<file path="config.mk">
export PLATFORM = sky130hd
export DESIGN_NAME = apb_to_ahb_bridge
export DESIGN_NICKNAME = d
export VERILOG_FILES = /design/src/rtl/apb_to_ahb_bridge.sv
export SDC_FILE = /design/constraint.sdc
export NUM_CORES = 1
export LEC_CHECK = 0
export CAP_MARGIN = 10
export CORE_MARGIN = 3
export CORE_UTILIZATION = 40
export CTS_CLUSTER_DIAMETER = 100
export CTS_CLUSTER_SIZE = 24
export DETAILED_ROUTE_END_ITERATION = 6
export DONT_BUFFER_PORTS = 1
export REMOVE_ABC_BUFFERS = 1
export SLEW_MARGIN = 20
export SYNTH_ARGS = -nofsm -noshare
export SYNTH_HDL_FRONTEND = slang
export SYNTH_SLANG_ARGS = --single-unit
</file>
<file path="constraint.sdc">
create_clock -name Hclk -period 2.5 [get_ports Hclk]
set_input_delay 0.25 -clock Hclk [delete_from_list [all_inputs] [get_ports Hclk]]
set_output_delay 0.25 -clock Hclk [all_outputs]
set_load 0.005 [all_outputs]
</file>
<file path="src/rtl/apb_to_ahb_bridge.sv">
// ----------------------------------------------------------------------------
// apb_to_ahb_bridge
//
// Purpose: APB3 completer that turns each APB transfer into a single AHB
// NONSEQ word transfer and returns the AHB response on Pready/Prdata/Pslverr.
// AHB RETRY/SPLIT responses cause the identical transfer to be reissued, up to
// MAX_RETRY issues in total, after which the APB transfer ends with Pslverr.
//
// Ports:
//   Hclk, Hresetn        clock, asynchronous active-low reset
//   Psel/Penable/Pwrite  APB control (completer side)
//   Paddr/Pwdata         APB address / write data
//   Prdata/Pready/Pslverr APB response (registered)
//   Haddr/Htrans/Hwrite/Hsize/Hwdata  AHB master request (registered)
//   Hrdata/Hready/Hresp  AHB response from the addressed slave
// ----------------------------------------------------------------------------
module apb_to_ahb_bridge #(
  parameter int unsigned MAX_RETRY = 4
) (
  input  logic        Hclk,
  input  logic        Hresetn,
  input  logic        Psel,
  input  logic        Penable,
  input  logic        Pwrite,
  input  logic [31:0] Paddr,
  input  logic [31:0] Pwdata,
  output logic [31:0] Prdata,
  output logic        Pready,
  output logic        Pslverr,
  output logic [31:0] Haddr,
  output logic [1:0]  Htrans,
  output logic        Hwrite,
  output logic [2:0]  Hsize,
  output logic [31:0] Hwdata,
  input  logic [31:0] Hrdata,
  input  logic        Hready,
  input  logic [1:0]  Hresp
);

  typedef enum logic [1:0] {
    IDLE = 2'd0,
    ADDR = 2'd1,
    DATA = 2'd2,
    RESP = 2'd3
  } state_t;

  localparam logic [1:0] HTRANS_IDLE   = 2'b00;
  localparam logic [1:0] HTRANS_NONSEQ = 2'b10;
  localparam logic [1:0] HRESP_OKAY    = 2'b00;
  localparam logic [1:0] HRESP_ERROR   = 2'b01;
  localparam logic [2:0] HSIZE_WORD    = 3'b010;

  state_t      state_q;
  logic [31:0] haddr_q;
  logic [31:0] hwdata_q;
  logic [31:0] wdata_q;
  logic [31:0] prdata_q;
  logic [1:0]  htrans_q;
  logic        hwrite_q;
  logic        pready_q;
  logic        pslverr_q;
  logic        err_q;
  logic [3:0]  retry_q;

  logic [4:0]  retry_d;
  logic        retry_exhausted;
  logic        resp_done;
  logic        resp_err;
  logic        apb_access;

  // Count including the response being processed now; once it reaches
  // MAX_RETRY the transfer has been issued MAX_RETRY times and gives up.
  assign retry_d         = {1'b0, retry_q} + 5'd1;
  assign retry_exhausted = (retry_d >= 5'(MAX_RETRY));

  // Final AHB response for this APB transfer: OKAY, ERROR, or a RETRY/SPLIT
  // that used up the retry budget.
  assign resp_done  = Hready && ((Hresp == HRESP_OKAY) || (Hresp == HRESP_ERROR) || retry_exhausted);
  assign resp_err   = (Hresp != HRESP_OKAY);
  assign apb_access = Psel && Penable;

  always_ff @(posedge Hclk or negedge Hresetn) begin
    if (!Hresetn) begin
      state_q   <= IDLE;
      haddr_q   <= '0;
      hwdata_q  <= '0;
      wdata_q   <= '0;
      prdata_q  <= '0;
      htrans_q  <= HTRANS_IDLE;
      hwrite_q  <= 1'b0;
      pready_q  <= 1'b0;
      pslverr_q <= 1'b0;
      err_q     <= 1'b0;
      retry_q   <= '0;
    end else begin
      unique case (state_q)
        IDLE: begin
          pready_q  <= 1'b0;
          pslverr_q <= 1'b0;
          // Only an APB setup phase starts a transfer.
          if (Psel && !Penable) begin
            haddr_q  <= Paddr;
            hwrite_q <= Pwrite;
            wdata_q  <= Pwdata;
            retry_q  <= '0;
            err_q    <= 1'b0;
            htrans_q <= HTRANS_NONSEQ;
            state_q  <= ADDR;
          end
        end

        ADDR: begin
          // Address phase outputs stay put until the bus accepts them.
          if (Hready) begin
            htrans_q <= HTRANS_IDLE;
            if (hwrite_q) begin
              hwdata_q <= wdata_q;
            end
            state_q <= DATA;
          end
        end

        DATA: begin
          if (Hready) begin
            if (resp_done) begin
              if ((Hresp == HRESP_OKAY) && !hwrite_q) begin
                prdata_q <= Hrdata;
              end
              if (Hresp != HRESP_OKAY && Hresp != HRESP_ERROR) begin
                retry_q <= retry_d[3:0];
              end
              err_q     <= resp_err;
              // A requester that abandoned the access gets no completion.
              pready_q  <= apb_access;
              pslverr_q <= apb_access && resp_err;
              state_q   <= RESP;
            end else begin
              // RETRY/SPLIT with budget left: reissue the identical transfer.
              retry_q  <= retry_d[3:0];
              htrans_q <= HTRANS_NONSEQ;
              state_q  <= ADDR;
            end
          end
        end

        RESP: begin
          pready_q  <= 1'b0;
          pslverr_q <= 1'b0;
          state_q   <= IDLE;
        end

        default: begin
          state_q <= IDLE;
        end
      endcase
    end
  end

  assign Prdata  = prdata_q;
  assign Pready  = pready_q;
  assign Pslverr = pslverr_q;
  assign Haddr   = haddr_q;
  assign Htrans  = htrans_q;
  assign Hwrite  = hwrite_q;
  assign Hsize   = HSIZE_WORD;
  assign Hwdata  = hwdata_q;

endmodule

</file>
==> results of run 1 <==
[power by group through the flow]
stage | clock network (W) | registers (W) | logic (W)
final | 0.00256 | 0.00412 | 0.00168
after floorplan | 0 | 0.00387 | 0.00137
after global routing | 0.00272 | 0.00426 | 0.00186
after detailed placement | 0 | 0.00417 | 0.00157
after CTS | 0.00261 | 0.00414 | 0.00169
after global placement | 0 | 0.00414 | 0.00149
[metal layers]
layer	part of all wire, %	wire, um	global-route usage, %	up-vias
li1	-	-	-	1380
met1	36	4030	16.44	1536
met2	54	6027	27.01	120
met3	7.5	837	6.500	19
met4	2.4	271	7.213	0
met5	0	0	0	-
[registers in the layout (all words and copies together), names as in the netlist]
name     cells
Haddr       32
state_q      2
Htrans       1
Hwrite       1
Hwdata      32
Prdata      32
retry_q      4
Pslverr      1
Pready       1
wdata_q     32
[final timing paths]
kind                       startpoint         end  slack (ns)
setup / recovery           state_q[0]  Prdata[10]        0.46
hold / removal                Hresetn  Prdata[22]       -0.46
setup reg to reg           state_q[0]  Prdata[10]        0.46
hold reg to reg            wdata_q[0]  wdata_q[0]        0.50
max in group asynchronous     Hresetn  wdata_q[0]        2.69
min in group Hclk            Hresp[1]     Pslverr        0.06
[through the flow]
| stage | util, % | hold slack, ns | std cells |
|---|---|---|---|
| floorplan | - | -0.04559 | 317 |
| global placement | 42.79 | -0.04267 | 493 |
| detailed placement | 42.79 | -0.04199 | 493 |
| CTS | 55.11 | -0.4904 | 622 |
| global route | 55.11 | -0.4939 | 622 |
| finish | 55.11 | -0.4642 | 622 |
[cell families (layout without fill, tap and decap cells)]
| logic type | Yosys count | after routing |
|---|---|---|
| AO/OA/AOI/OAI | 16 | 16 |
| multiplexers | 130 | 130 |
| adder cells (fa/ha/maj) | 6 | 6 |
| flip-flops | 138 | 138 |
| other | 2 | 4 |
| buffers and inverters | 20 | 136 |
| AND/OR/NAND/NOR | 20 | 20 |
[cell type report]
class                      instances  area, um^2
clock buffer                      21       470.5
clock inverter                    11       143.9
fill                            1049        5781
inverter                           3       11.26
multi-input combinational        176        1788
sequential                       138        3453
tap                              172       215.2
timing repair buffer             101        1013
[worst max-delay path, stage by stage (launching register included)]
cell	delay, ns
sky130_fd_sc_hd__dfrtp_1	0.40
sky130_fd_sc_hd__inv_1	0.14
sky130_fd_sc_hd__ha_1	0.32
sky130_fd_sc_hd__nand2_2	0.11
sky130_fd_sc_hd__nor4_4	0.14
sky130_fd_sc_hd__buf_4	0.41
sky130_fd_sc_hd__mux2_2	0.40
[cell usage after synthesis (2+ instances only)]
cell | number | area share [%]
sky130_fd_sc_hd__a22o_1 | 3 | 0.49
sky130_fd_sc_hd__conb_1 | 2 | 0.14
sky130_fd_sc_hd__inv_1 | 3 | 0.21
sky130_fd_sc_hd__mux2_2 | 125 | 26
sky130_fd_sc_hd__nand3_1 | 4 | 0.37
sky130_fd_sc_hd__a21oi_1 | 2 | 0.19
sky130_fd_sc_hd__o31ai_1 | 2 | 0.28
sky130_fd_sc_hd__ha_1 | 6 | 1.4
sky130_fd_sc_hd__nand2_1 | 3 | 0.21
sky130_fd_sc_hd__mux2_1 | 4 | 0.84
sky130_fd_sc_hd__o21ai_0 | 5 | 0.47
sky130_fd_sc_hd__buf_4 | 4 | 0.56
sky130_fd_sc_hd__buf_6 | 3 | 0.63
sky130_fd_sc_hd__buf_2 | 10 | 0.93
sky130_fd_sc_hd__nor2_1 | 4 | 0.28
sky130_fd_sc_hd__dfrtp_1 | 138 | 65
sky130_fd_sc_hd__nand2b_1 | 2 | 0.23
==> flow_results.xml, run 1 <==
<?xml version="1.0" encoding="UTF-8"?>
<metrics>
  <group name="run_status">
    <metric name="status" unit="">complete, but fails checks</metric>
    <metric name="violations_in_the_final_reports" unit="">hold timing</metric>
  </group>
  <group name="sta">
    <metric name="timing.final.crit_share" unit="%">81.64</metric>
    <metric name="whs" unit="ns">-0.4642</metric>
    <metric name="fin_ws" unit="ns">0.4590</metric>
    <metric name="final.min_clock_period" unit="ns">2.041</metric>
    <metric name="final.setup_skew" unit="ns">0.009284</metric>
    <metric name="number_of_endpoints_failing_setup_at_the_final_stage" unit="">0</metric>
    <metric name="finalSetupTns" unit="ns">0</metric>
    <metric name="finalMaxSlewViolations" unit="">0</metric>
    <metric name="fmax" unit="GHz">0.4900</metric>
    <metric name="final_hold_viol_count" unit="">138</metric>
    <metric name="unrepaired_setup_endpoints_after_global_routing" unit="">no</metric>
  </group>
  <group name="logic_synthesis">
    <metric name="combinational_family_with_the_most_area_after_synthesis" unit="">multiplexers</metric>
    <metric name="synth_edf_count" unit="">0</metric>
    <metric name="xor_xnor_fraction_of_synth_area" unit="%">0</metric>
    <metric name="synth_area" unit="um^2">5354</metric>
    <metric name="syn-mean-instance-area" unit="um^2">16.13</metric>
    <metric name="async_reset_ff_share" unit="%">100.0</metric>
    <metric name="synth_ff_type" unit="">sky130_fd_sc_hd__dfrtp_1</metric>
    <metric name="postSynthCellCount" unit="">332</metric>
    <metric name="portion_of_the_post_synthesis_area_used_by_sequential_elements" unit="%">64.50</metric>
    <metric name="register_bit_total_from_synthesis" unit="">138</metric>
    <metric name="synth.mux.area_fraction" unit="%">27.32</metric>
    <metric name="yosys.area_share.simple" unit="%">2.244</metric>
    <metric name="compound_gate_portion_of_the_synthesized_area" unit="%">2.057</metric>
    <metric name="yosys_warnings" unit="">0</metric>
    <metric name="synth-adder-area-share" unit="%">1.402</metric>
    <metric name="netlist-cell-type-count" unit="">29</metric>
  </group>
  <group name="layout">
    <metric name="final_layout_size_suffix_gt1_share" unit="%">36.22</metric>
    <metric name="flow.area_growth_from_synthesis" unit="%">32.53</metric>
    <metric name="finalInstanceArea" unit="um^2">7096</metric>
    <metric name="n_antenna_cell" unit="">0</metric>
    <metric name="layout.cells.most_common_list" unit="">sky130_fd_sc_hd__dfrtp_1 (138), sky130_fd_sc_hd__mux2_2 (125), sky130_fd_sc_hd__dlygate4sd3_1 (97)</metric>
    <metric name="final_common_cell" unit="">sky130_fd_sc_hd__dfrtp_1</metric>
    <metric name="num-nets-final" unit="">547</metric>
  </group>
  <group name="setup_path">
    <metric name="start_kind" unit="">register</metric>
    <metric name="path_max_fanout" unit="">32</metric>
    <metric name="crit_path_class" unit="">reg2reg</metric>
    <metric name="critical_path_arrival" unit="ns">2.33</metric>
    <metric name="cp_data_required_time" unit="ns">2.79</metric>
    <metric name="cp-end-kind" unit="">register</metric>
    <metric name="reg2regPathDepth" unit="">6</metric>
  </group>
  <group name="cts">
    <metric name="cts_sinks" unit="">138</metric>
    <metric name="cts_hold_buf" unit="">97</metric>
    <metric name="post_cts_resized" unit="">0</metric>
    <metric name="post_cts_buffers" unit="">0</metric>
    <metric name="path_clk_slew" unit="ns">0.06</metric>
    <metric name="clk_root_buffer_cell" unit="">sky130_fd_sc_hd__clkbuf_16</metric>
    <metric name="clock_tree.buffer_depth" unit="">2</metric>
    <metric name="worst_skew_pair.late_latency" unit="ns">0.41</metric>
    <metric name="numCtsBuffers" unit="">17</metric>
    <metric name="cts-htree-levels" unit="">4</metric>
    <metric name="tritoncts" unit="">yes</metric>
  </group>
  <group name="floorplanning">
    <metric name="initial_utilization" unit="%">41.58</metric>
    <metric name="floorplan.core_area" unit="um^2">12880</metric>
    <metric name="fp.dieArea" unit="um^2">14810</metric>
    <metric name="die-height" unit="um">121.7</metric>
    <metric name="floorplan.die.width" unit="um">121.7</metric>
    <metric name="i_o_pins" unit="">208</metric>
    <metric name="placement_rows" unit="">41</metric>
  </group>
  <group name="drt">
    <metric name="detail-route-antenna-nets" unit="">0</metric>
    <metric name="first_pass_iters" unit="">4</metric>
    <metric name="postRouteWirelength" unit="um">11170</metric>
    <metric name="dr_total_vias" unit="">3055</metric>
    <metric name="detail_route.vias_per_cell" unit="">4.912</metric>
    <metric name="detail_route.wl_per_cell" unit="um">17.95</metric>
    <metric name="drcViolationCount" unit="">0</metric>
    <metric name="drt_iter0_markers" unit="">108</metric>
  </group>
  <group name="flow_run">
    <metric name="cap_violations" unit="">0</metric>
  </group>
  <group name="pwr">
    <metric name="pwr-share-comb" unit="%">20.1</metric>
    <metric name="internal_power" unit="W">0.006063</metric>
    <metric name="power_frac_clock" unit="%">30.6</metric>
    <metric name="switching_power_of_the_nets" unit="W">0.002291</metric>
    <metric name="p_seq_share" unit="%">49.3</metric>
    <metric name="sw_frac_of_total" unit="%">27.43</metric>
    <metric name="power.density_cell_area" unit="nW/um^2">1177</metric>
    <metric name="leakage_component_of_the_power" unit="nW">3.151</metric>
    <metric name="total_power" unit="W">0.008355</metric>
    <metric name="power.ir.vdd_worst" unit="uV">602.9</metric>
  </group>
  <group name="min_path">
    <metric name="min-delay-path-class" unit="">in2async</metric>
  </group>
  <group name="placement">
    <metric name="io_buffers" unit="">0</metric>
    <metric name="placed_area" unit="um^2">5510</metric>
    <metric name="dp_hpwl" unit="um">7190</metric>
    <metric name="gp_routability_congestion" unit="">0.7571</metric>
    <metric name="placement.setup.worst_slack" unit="ns">0.4585</metric>
  </group>
  <group name="global_routing">
    <metric name="antenna_found_initial" unit="">0</metric>
    <metric name="grt_max_degree" unit="">139</metric>
    <metric name="grt_pass1_vias" unit="">3389</metric>
    <metric name="overflow" unit="">0</metric>
    <metric name="wire_length_of_the_first_global_routing_pass" unit="um">17640</metric>
    <metric name="overall_global_routing_resource_usage" unit="%">15.57</metric>
  </group>
</metrics>
Power figures use the tool's default switching activity.
==> inputs of run 2 (changes only) <==
==> constraint.sdc (replaced) <==
create_clock -name Hclk -period 2 [get_ports Hclk]
set_input_delay 0.2 -clock Hclk [delete_from_list [all_inputs] [get_ports Hclk]]
set_output_delay 0.2 -clock Hclk [all_outputs]
set_load 0.005 [all_outputs]
==> run 2 against run 1 <==
The flow still finishes with violations (hold timing). Global-route usage rose by 0.17 points. Hold slack got worse by 0.044 ns. Total power rose by 20%. Largest cell class unchanged. Register-to-register slack got worse by 0.26 ns. Final area fell by 0.67%. Highest routed layer unchanged. Combinational power rose by 28%. Fmax rose by 13%. Clock-buffer cell count rose by 1. Sequential share of layout area rose by 0.33 points. First-iteration DRC count rose by 15%. Die area did not move. Critical endpoint is now Haddr[2].
==> flow_results.xml, run 2 (synthesis results as in run 1) <==
<?xml version="1.0" encoding="UTF-8"?>
<metrics>
  <group name="run_status">
    <metric name="status" unit="">complete, but fails checks</metric>
    <metric name="violations_in_the_final_reports" unit="">hold timing</metric>
  </group>
  <group name="setup_path">
    <metric name="cp_data_required_time" unit="ns">2.28</metric>
    <metric name="worst-r2r-setup-slack" unit="ns">0.20</metric>
    <metric name="crit_path_class" unit="">reg2reg</metric>
    <metric name="path_max_fanout" unit="">38</metric>
    <metric name="worstReg2RegStart" unit="">state_q[1]</metric>
    <metric name="cp-end-kind" unit="">register</metric>
    <metric name="reg2reg_to" unit="">Haddr[2]</metric>
    <metric name="critical_path_arrival" unit="ns">2.08</metric>
    <metric name="reg2regPathDepth" unit="">5</metric>
    <metric name="start_kind" unit="">register</metric>
  </group>
  <group name="cts">
    <metric name="post_cts_buffers" unit="">0</metric>
    <metric name="cts_hold_buf" unit="">97</metric>
    <metric name="post_cts_resized" unit="">0</metric>
    <metric name="tritoncts" unit="">yes</metric>
    <metric name="path_clk_slew" unit="ns">0.06</metric>
    <metric name="worst_skew_pair.late_latency" unit="ns">0.40</metric>
    <metric name="cts-htree-levels" unit="">4</metric>
    <metric name="clk_root_buffer_cell" unit="">sky130_fd_sc_hd__clkbuf_16</metric>
    <metric name="numCtsBuffers" unit="">17</metric>
    <metric name="cts_sinks" unit="">138</metric>
    <metric name="clock_tree.buffer_depth" unit="">2</metric>
  </group>
  <group name="global_routing">
    <metric name="wire_length_of_the_first_global_routing_pass" unit="um">17930</metric>
    <metric name="grt_max_degree" unit="">139</metric>
    <metric name="overflow" unit="">0</metric>
    <metric name="antenna_found_initial" unit="">0</metric>
    <metric name="grt_pass1_vias" unit="">3450</metric>
    <metric name="overall_global_routing_resource_usage" unit="%">15.74</metric>
  </group>
  <group name="min_path">
    <metric name="min-delay-path-class" unit="">in2async</metric>
  </group>
  <group name="drt">
    <metric name="dr_total_vias" unit="">3066</metric>
    <metric name="detail-route-antenna-nets" unit="">0</metric>
    <metric name="detail_route.wl_per_cell" unit="um">18.09</metric>
    <metric name="first_pass_iters" unit="">4</metric>
    <metric name="postRouteWirelength" unit="um">11230</metric>
    <metric name="detail_route.vias_per_cell" unit="">4.937</metric>
    <metric name="drcViolationCount" unit="">0</metric>
    <metric name="drt_iter0_markers" unit="">124</metric>
  </group>
  <group name="sta">
    <metric name="timing.final.crit_share" unit="%">90.06</metric>
    <metric name="fin_ws" unit="ns">0.1989</metric>
    <metric name="number_of_endpoints_failing_setup_at_the_final_stage" unit="">0</metric>
    <metric name="finalMaxSlewViolations" unit="">0</metric>
    <metric name="unrepaired_setup_endpoints_after_global_routing" unit="">no</metric>
    <metric name="final.setup_skew" unit="ns">0.005581</metric>
    <metric name="whs" unit="ns">-0.5083</metric>
    <metric name="final.min_clock_period" unit="ns">1.801</metric>
    <metric name="fmax" unit="GHz">0.5552</metric>
    <metric name="final_hold_viol_count" unit="">138</metric>
  </group>
  <group name="pwr">
    <metric name="power.ir.vdd_worst" unit="uV">805.4</metric>
    <metric name="p_seq_share" unit="%">51.4</metric>
    <metric name="power_frac_clock" unit="%">27.2</metric>
    <metric name="pwr-share-comb" unit="%">21.4</metric>
    <metric name="sw_frac_of_total" unit="%">28.21</metric>
    <metric name="leakage_component_of_the_power" unit="nW">3.134</metric>
    <metric name="internal_power" unit="W">0.007209</metric>
    <metric name="power.density_cell_area" unit="nW/um^2">1425</metric>
    <metric name="switching_power_of_the_nets" unit="W">0.002832</metric>
  </group>
  <group name="floorplanning">
    <metric name="placement_rows" unit="">41</metric>
    <metric name="fp.dieArea" unit="um^2">14810</metric>
    <metric name="floorplan.core_area" unit="um^2">12880</metric>
    <metric name="i_o_pins" unit="">208</metric>
    <metric name="die-height" unit="um">121.7</metric>
    <metric name="initial_utilization" unit="%">41.58</metric>
    <metric name="floorplan.die.width" unit="um">121.7</metric>
  </group>
  <group name="placement">
    <metric name="placement.setup.worst_slack" unit="ns">0.2090</metric>
    <metric name="placedCellCount" unit="">494</metric>
    <metric name="gp_routability_congestion" unit="">0.7327</metric>
    <metric name="io_buffers" unit="">0</metric>
    <metric name="dp_hpwl" unit="um">7225</metric>
  </group>
  <group name="flow_run">
    <metric name="cap_violations" unit="">0</metric>
  </group>
  <group name="layout">
    <metric name="num-fill-cells" unit="">1060</metric>
    <metric name="flow.area_growth_from_synthesis" unit="%">31.64</metric>
    <metric name="multi_input_comb_area" unit="um^2">1788</metric>
    <metric name="final_cells" unit="">621</metric>
    <metric name="n_antenna_cell" unit="">0</metric>
    <metric name="post-route-util" unit="%">54.74</metric>
    <metric name="layout.cells.most_common_list" unit="">sky130_fd_sc_hd__dfrtp_1 (138), sky130_fd_sc_hd__mux2_2 (125), sky130_fd_sc_hd__dlygate4sd3_1 (97)</metric>
    <metric name="num-nets-final" unit="">548</metric>
    <metric name="final_common_cell" unit="">sky130_fd_sc_hd__dfrtp_1</metric>
    <metric name="final_layout_size_suffix_gt1_share" unit="%">35.86</metric>
    <metric name="area_taken_by_flip_flops_and_latches" unit="um^2">3453</metric>
  </group>
</metrics>
-- run 2: changes by cell type in the layout (fill, tap and decap cells not counted), moves of 2 or more --
cell / before / now
sky130_fd_sc_hd__clkinv_2: 3 / 5
sky130_fd_sc_hd__buf_12: 1 / 4
sky130_fd_sc_hd__buf_4: 3 / 1
sky130_fd_sc_hd__bufinv_16: 3 / 0
-- run 2: routing by layer --
metal	up-vias	global-route usage (%)	part of all wire (%)
met5	-	0	0
met1	1565	17.02	37
met3	15	6.175	7.0
li1	1375	-	-
met4	0	6.162	1.9
met2	111	27.70	54
-- run 2: final cells by class --
type | instances | share of cell area (%)
Multi-Input combinational cell | 176 | 25.37
Clock inverter | 8 | 0.6746
Inverter | 3 | 0.1598
Sequential cell | 138 | 49.00
Timing Repair Buffer | 102 | 15.02
Clock buffer | 22 | 6.728
Tap cell | 172 | 3.053
-- run 2: critical path, stage by stage, from the launching register on --
cell and delay, ns:
sky130_fd_sc_hd__dfrtp_1 0.41, sky130_fd_sc_hd__inv_1 0.11, sky130_fd_sc_hd__ha_1 0.26, sky130_fd_sc_hd__nand3b_1 0.23, sky130_fd_sc_hd__buf_12 0.26, sky130_fd_sc_hd__mux2_2 0.38
-- run 2: worst max-delay path by stage --
stage	from	endpoint	slack, ns	cells past startpoint
5_1_grt	state_q[1]	Haddr[2]	0.1	5
2_1_floorplan	state_q[0]	Haddr[0]	-1.13	4
3_5_place_dp	state_q[1]	Haddr[2]	0.21	5
3_3_place_gp	state_q[1]	Haddr[26]	0.26	5
6_report	state_q[1]	Haddr[2]	0.20	5
4_1_cts	state_q[1]	Haddr[2]	0.18	5
-- run 2: stage by stage --
step	TNS [ns]	cell area, um^2	power (W)
global route	0	7048	0.01065
floorplan	-90.65	5248	0.006556
CTS	0	7048	0.01016
detailed placement	0	5555	0.007224
global placement	0	5555	0.007060
finish	0	7048	0.01004
-- run 2: power groups by stage --
stage / Clock [W] / Combinational [W] / Sequential (W)
after floorplan: 0 / 0.00172 / 0.00484
after global placement: 0 / 0.00188 / 0.00518
after detailed placement: 0 / 0.00201 / 0.00521
after CTS: 0.00282 / 0.00216 / 0.00519
after global routing: 0.00294 / 0.00237 / 0.00534
final: 0.00273 / 0.00215 / 0.00516
==> inputs of run 3 (changes only) <==
--- a/config.mk
+++ b/config.mk
@@ -6,10 +6,10 @@
 export NUM_CORES = 1
 export LEC_CHECK = 0
 export CAP_MARGIN = 10
+export CORE_ASPECT_RATIO = 1.5
 export CORE_MARGIN = 3
 export CORE_UTILIZATION = 40
 export CTS_CLUSTER_DIAMETER = 100
-export CTS_CLUSTER_SIZE = 24
 export DETAILED_ROUTE_END_ITERATION = 6
 export DONT_BUFFER_PORTS = 1
 export REMOVE_ABC_BUFFERS = 1
==> run 3 against run 2 <==
Largest power group unchanged. Final area rose by 0.62%. Sequential power is 1% lower. Via count is 0.20% lower. Setup slack improved by 0.016 ns. Sequential cell count unchanged. Critical path depth did not move. The run still ends with hold timing left. Sequential share of layout area fell by 0.30 points. First-iteration DRC count down 41%. Combinational power shrank 2%. Clock power is 13% higher. Clock-buffer cell count decreased by 2. Non-clock buffer count grew 2.
==> flow_results.xml, run 3 (synthesis results as in run 1) <==
<?xml version="1.0" encoding="UTF-8"?>
<metrics>
  <group name="global_routing">
    <metric name="overall_global_routing_resource_usage" unit="%">14.81</metric>
    <metric name="globalRouteMet1Util" unit="%">16.13</metric>
    <metric name="grt_max_degree" unit="">139</metric>
    <metric name="grt_use_met2" unit="%">25.60</metric>
    <metric name="wire_length_of_the_first_global_routing_pass" unit="um">17350</metric>
    <metric name="busiest_layer" unit="">met2</metric>
    <metric name="antenna_found_initial" unit="">1</metric>
    <metric name="overflow" unit="">0</metric>
    <metric name="grt_pass1_vias" unit="">3505</metric>
    <metric name="grt.met3_usage" unit="%">6.421</metric>
  </group>
  <group name="layout">
    <metric name="final_cells" unit="">613</metric>
    <metric name="flow.area_growth_from_synthesis" unit="%">32.46</metric>
    <metric name="num-nets-final" unit="">550</metric>
    <metric name="layout.cells.most_common_list" unit="">sky130_fd_sc_hd__dfrtp_1 (138), sky130_fd_sc_hd__mux2_2 (125), sky130_fd_sc_hd__dlygate4sd3_1 (98)</metric>
    <metric name="final_common_cell" unit="">sky130_fd_sc_hd__dfrtp_1</metric>
    <metric name="final_layout_size_suffix_gt1_share" unit="%">36.20</metric>
  </group>
  <group name="placement">
    <metric name="gp_routability_congestion" unit="">0.7711</metric>
    <metric name="dp_hpwl" unit="um">6876</metric>
    <metric name="io_buffers" unit="">0</metric>
    <metric name="placedCellCount" unit="">482</metric>
  </group>
  <group name="cts">
    <metric name="cts_sinks" unit="">138</metric>
    <metric name="clk_root_buffer_cell" unit="">sky130_fd_sc_hd__clkbuf_16</metric>
    <metric name="clock_tree.buffer_depth" unit="">2</metric>
    <metric name="post_cts_resized" unit="">0</metric>
    <metric name="cts_hold_buf" unit="">98</metric>
    <metric name="cts-htree-levels" unit="">4</metric>
    <metric name="post_cts_buffers" unit="">0</metric>
    <metric name="tritoncts" unit="">yes</metric>
    <metric name="numCtsBuffers" unit="">17</metric>
    <metric name="path_clk_slew" unit="ns">0.06</metric>
    <metric name="worst_skew_pair.late_latency" unit="ns">0.40</metric>
  </group>
  <group name="min_path">
    <metric name="min-delay-path-class" unit="">in2async</metric>
  </group>
  <group name="sta">
    <metric name="whs" unit="ns">-0.5110</metric>
    <metric name="final.min_clock_period" unit="ns">1.786</metric>
    <metric name="final_hold_viol_count" unit="">138</metric>
    <metric name="number_of_endpoints_failing_setup_at_the_final_stage" unit="">0</metric>
    <metric name="unrepaired_setup_endpoints_after_global_routing" unit="">no</metric>
    <metric name="fmax" unit="GHz">0.5600</metric>
    <metric name="finalMaxSlewViolations" unit="">0</metric>
    <metric name="timing.final.crit_share" unit="%">89.28</metric>
    <metric name="final.setup_skew" unit="ns">0.006101</metric>
  </group>
  <group name="setup_path">
    <metric name="endpoint" unit="">Haddr[2]</metric>
    <metric name="worst_setup_path_startpoint" unit="">state_q[1]</metric>
    <metric name="reg2regPathDepth" unit="">5</metric>
    <metric name="path_max_fanout" unit="">46</metric>
    <metric name="crit_path_class" unit="">reg2reg</metric>
    <metric name="worst-r2r-setup-slack" unit="ns">0.21</metric>
    <metric name="reg2reg_to" unit="">Haddr[2]</metric>
    <metric name="cp_data_required_time" unit="ns">2.28</metric>
    <metric name="cp-end-kind" unit="">register</metric>
    <metric name="start_kind" unit="">register</metric>
    <metric name="worstReg2RegStart" unit="">state_q[1]</metric>
    <metric name="critical_path_arrival" unit="ns">2.06</metric>
  </group>
  <group name="drt">
    <metric name="detail_route.wl_per_cell" unit="um">17.43</metric>
    <metric name="drt_iter0_markers" unit="">73</metric>
    <metric name="drcViolationCount" unit="">0</metric>
    <metric name="dr_total_vias" unit="">3060</metric>
    <metric name="detail_route.vias_per_cell" unit="">4.992</metric>
    <metric name="postRouteWirelength" unit="um">10680</metric>
    <metric name="first_pass_iters" unit="">4</metric>
    <metric name="detail-route-antenna-nets" unit="">0</metric>
  </group>
  <group name="pwr">
    <metric name="power.ir.vdd_worst" unit="uV">723.9</metric>
    <metric name="leakage_component_of_the_power" unit="nW">3.154</metric>
    <metric name="total_power" unit="W">0.01031</metric>
    <metric name="power.density_cell_area" unit="nW/um^2">1453</metric>
  </group>
  <group name="floorplanning">
    <metric name="placement_rows" unit="">51</metric>
    <metric name="initial_utilization" unit="%">41.13</metric>
    <metric name="fp.dieArea" unit="um^2">14840</metric>
    <metric name="die-height" unit="um">147.7</metric>
    <metric name="floorplan.core_area" unit="um^2">13020</metric>
    <metric name="i_o_pins" unit="">208</metric>
    <metric name="floorplan.die.width" unit="um">100.5</metric>
  </group>
  <group name="run_status">
    <metric name="status" unit="">complete, but fails checks</metric>
    <metric name="violations_in_the_final_reports" unit="">hold timing</metric>
  </group>
  <group name="flow_run">
    <metric name="cap_violations" unit="">0</metric>
  </group>
</metrics>
run 3: how the worst min path moves through the flow:
stage | startpoint | end | slack (ns)
3_3_place_gp | Hresetn | Haddr[22] | -0.09
2_1_floorplan | Hresetn | Haddr[0] | -0.1
4_1_cts | Hresetn | Haddr[19] | -0.54
3_5_place_dp | Hresetn | Haddr[19] | -0.09
5_1_grt | Hresetn | Hwdata[21] | -0.55
6_report | Hresetn | Haddr[29] | -0.51
run 3: area by class of cell:
type	instances	area, um^2
flip-flops and latches	138	3453
well taps	159	198.9
diodes	1	2.502
repair buffers	104	1051
multi-input cells	176	1788
clock inverters	12	140.1
inverters	3	11.26
clock buffers	20	446.7
fillers	1060	5926
run 3: layer usage:
| metal | vias to the layer above | share of wire, % |
|---|---|---|
| li1 | 1390 | - |
| met1 | 1521 | 36 |
| met2 | 140 | 52 |
| met3 | 9 | 10 |
| met4 | 0 | 1.4 |
| met5 | - | 0 |
run 3: critical path, cell delays in order (launching register included):
cell and delay, ns:
sky130_fd_sc_hd__dfrtp_1 0.42, sky130_fd_sc_hd__inv_1 0.11, sky130_fd_sc_hd__ha_1 0.27, sky130_fd_sc_hd__nand3b_1 0.19
sky130_fd_sc_hd__buf_12 0.28, sky130_fd_sc_hd__mux2_2 0.38
run 3: where the power goes:
| part | switching [W] | internal [W] |
|---|---|---|
| logic | 0.000718 | 0.00139 |
| registers | 0.000963 | 0.00415 |
| clock network | 0.00120 | 0.00189 |
run 3: stage by stage:
step / util [%] / TNS, ns / setup WS (ns) / instance area, um^2 / hold slack (ns)
after floorplan: - / -90.65 / -1.126 / 5248 / -0.09559
after global placement: 42.42 / 0 / 0.2655 / 5522 / -0.09202
after detailed placement: 42.42 / 0 / 0.2299 / 5522 / -0.09185
after CTS: 54.46 / 0 / 0.1999 / 7089 / -0.5351
after global routing: 54.48 / 0 / 0.09733 / 7092 / -0.5465
final: 54.48 / 0 / 0.2144 / 7092 / -0.5110
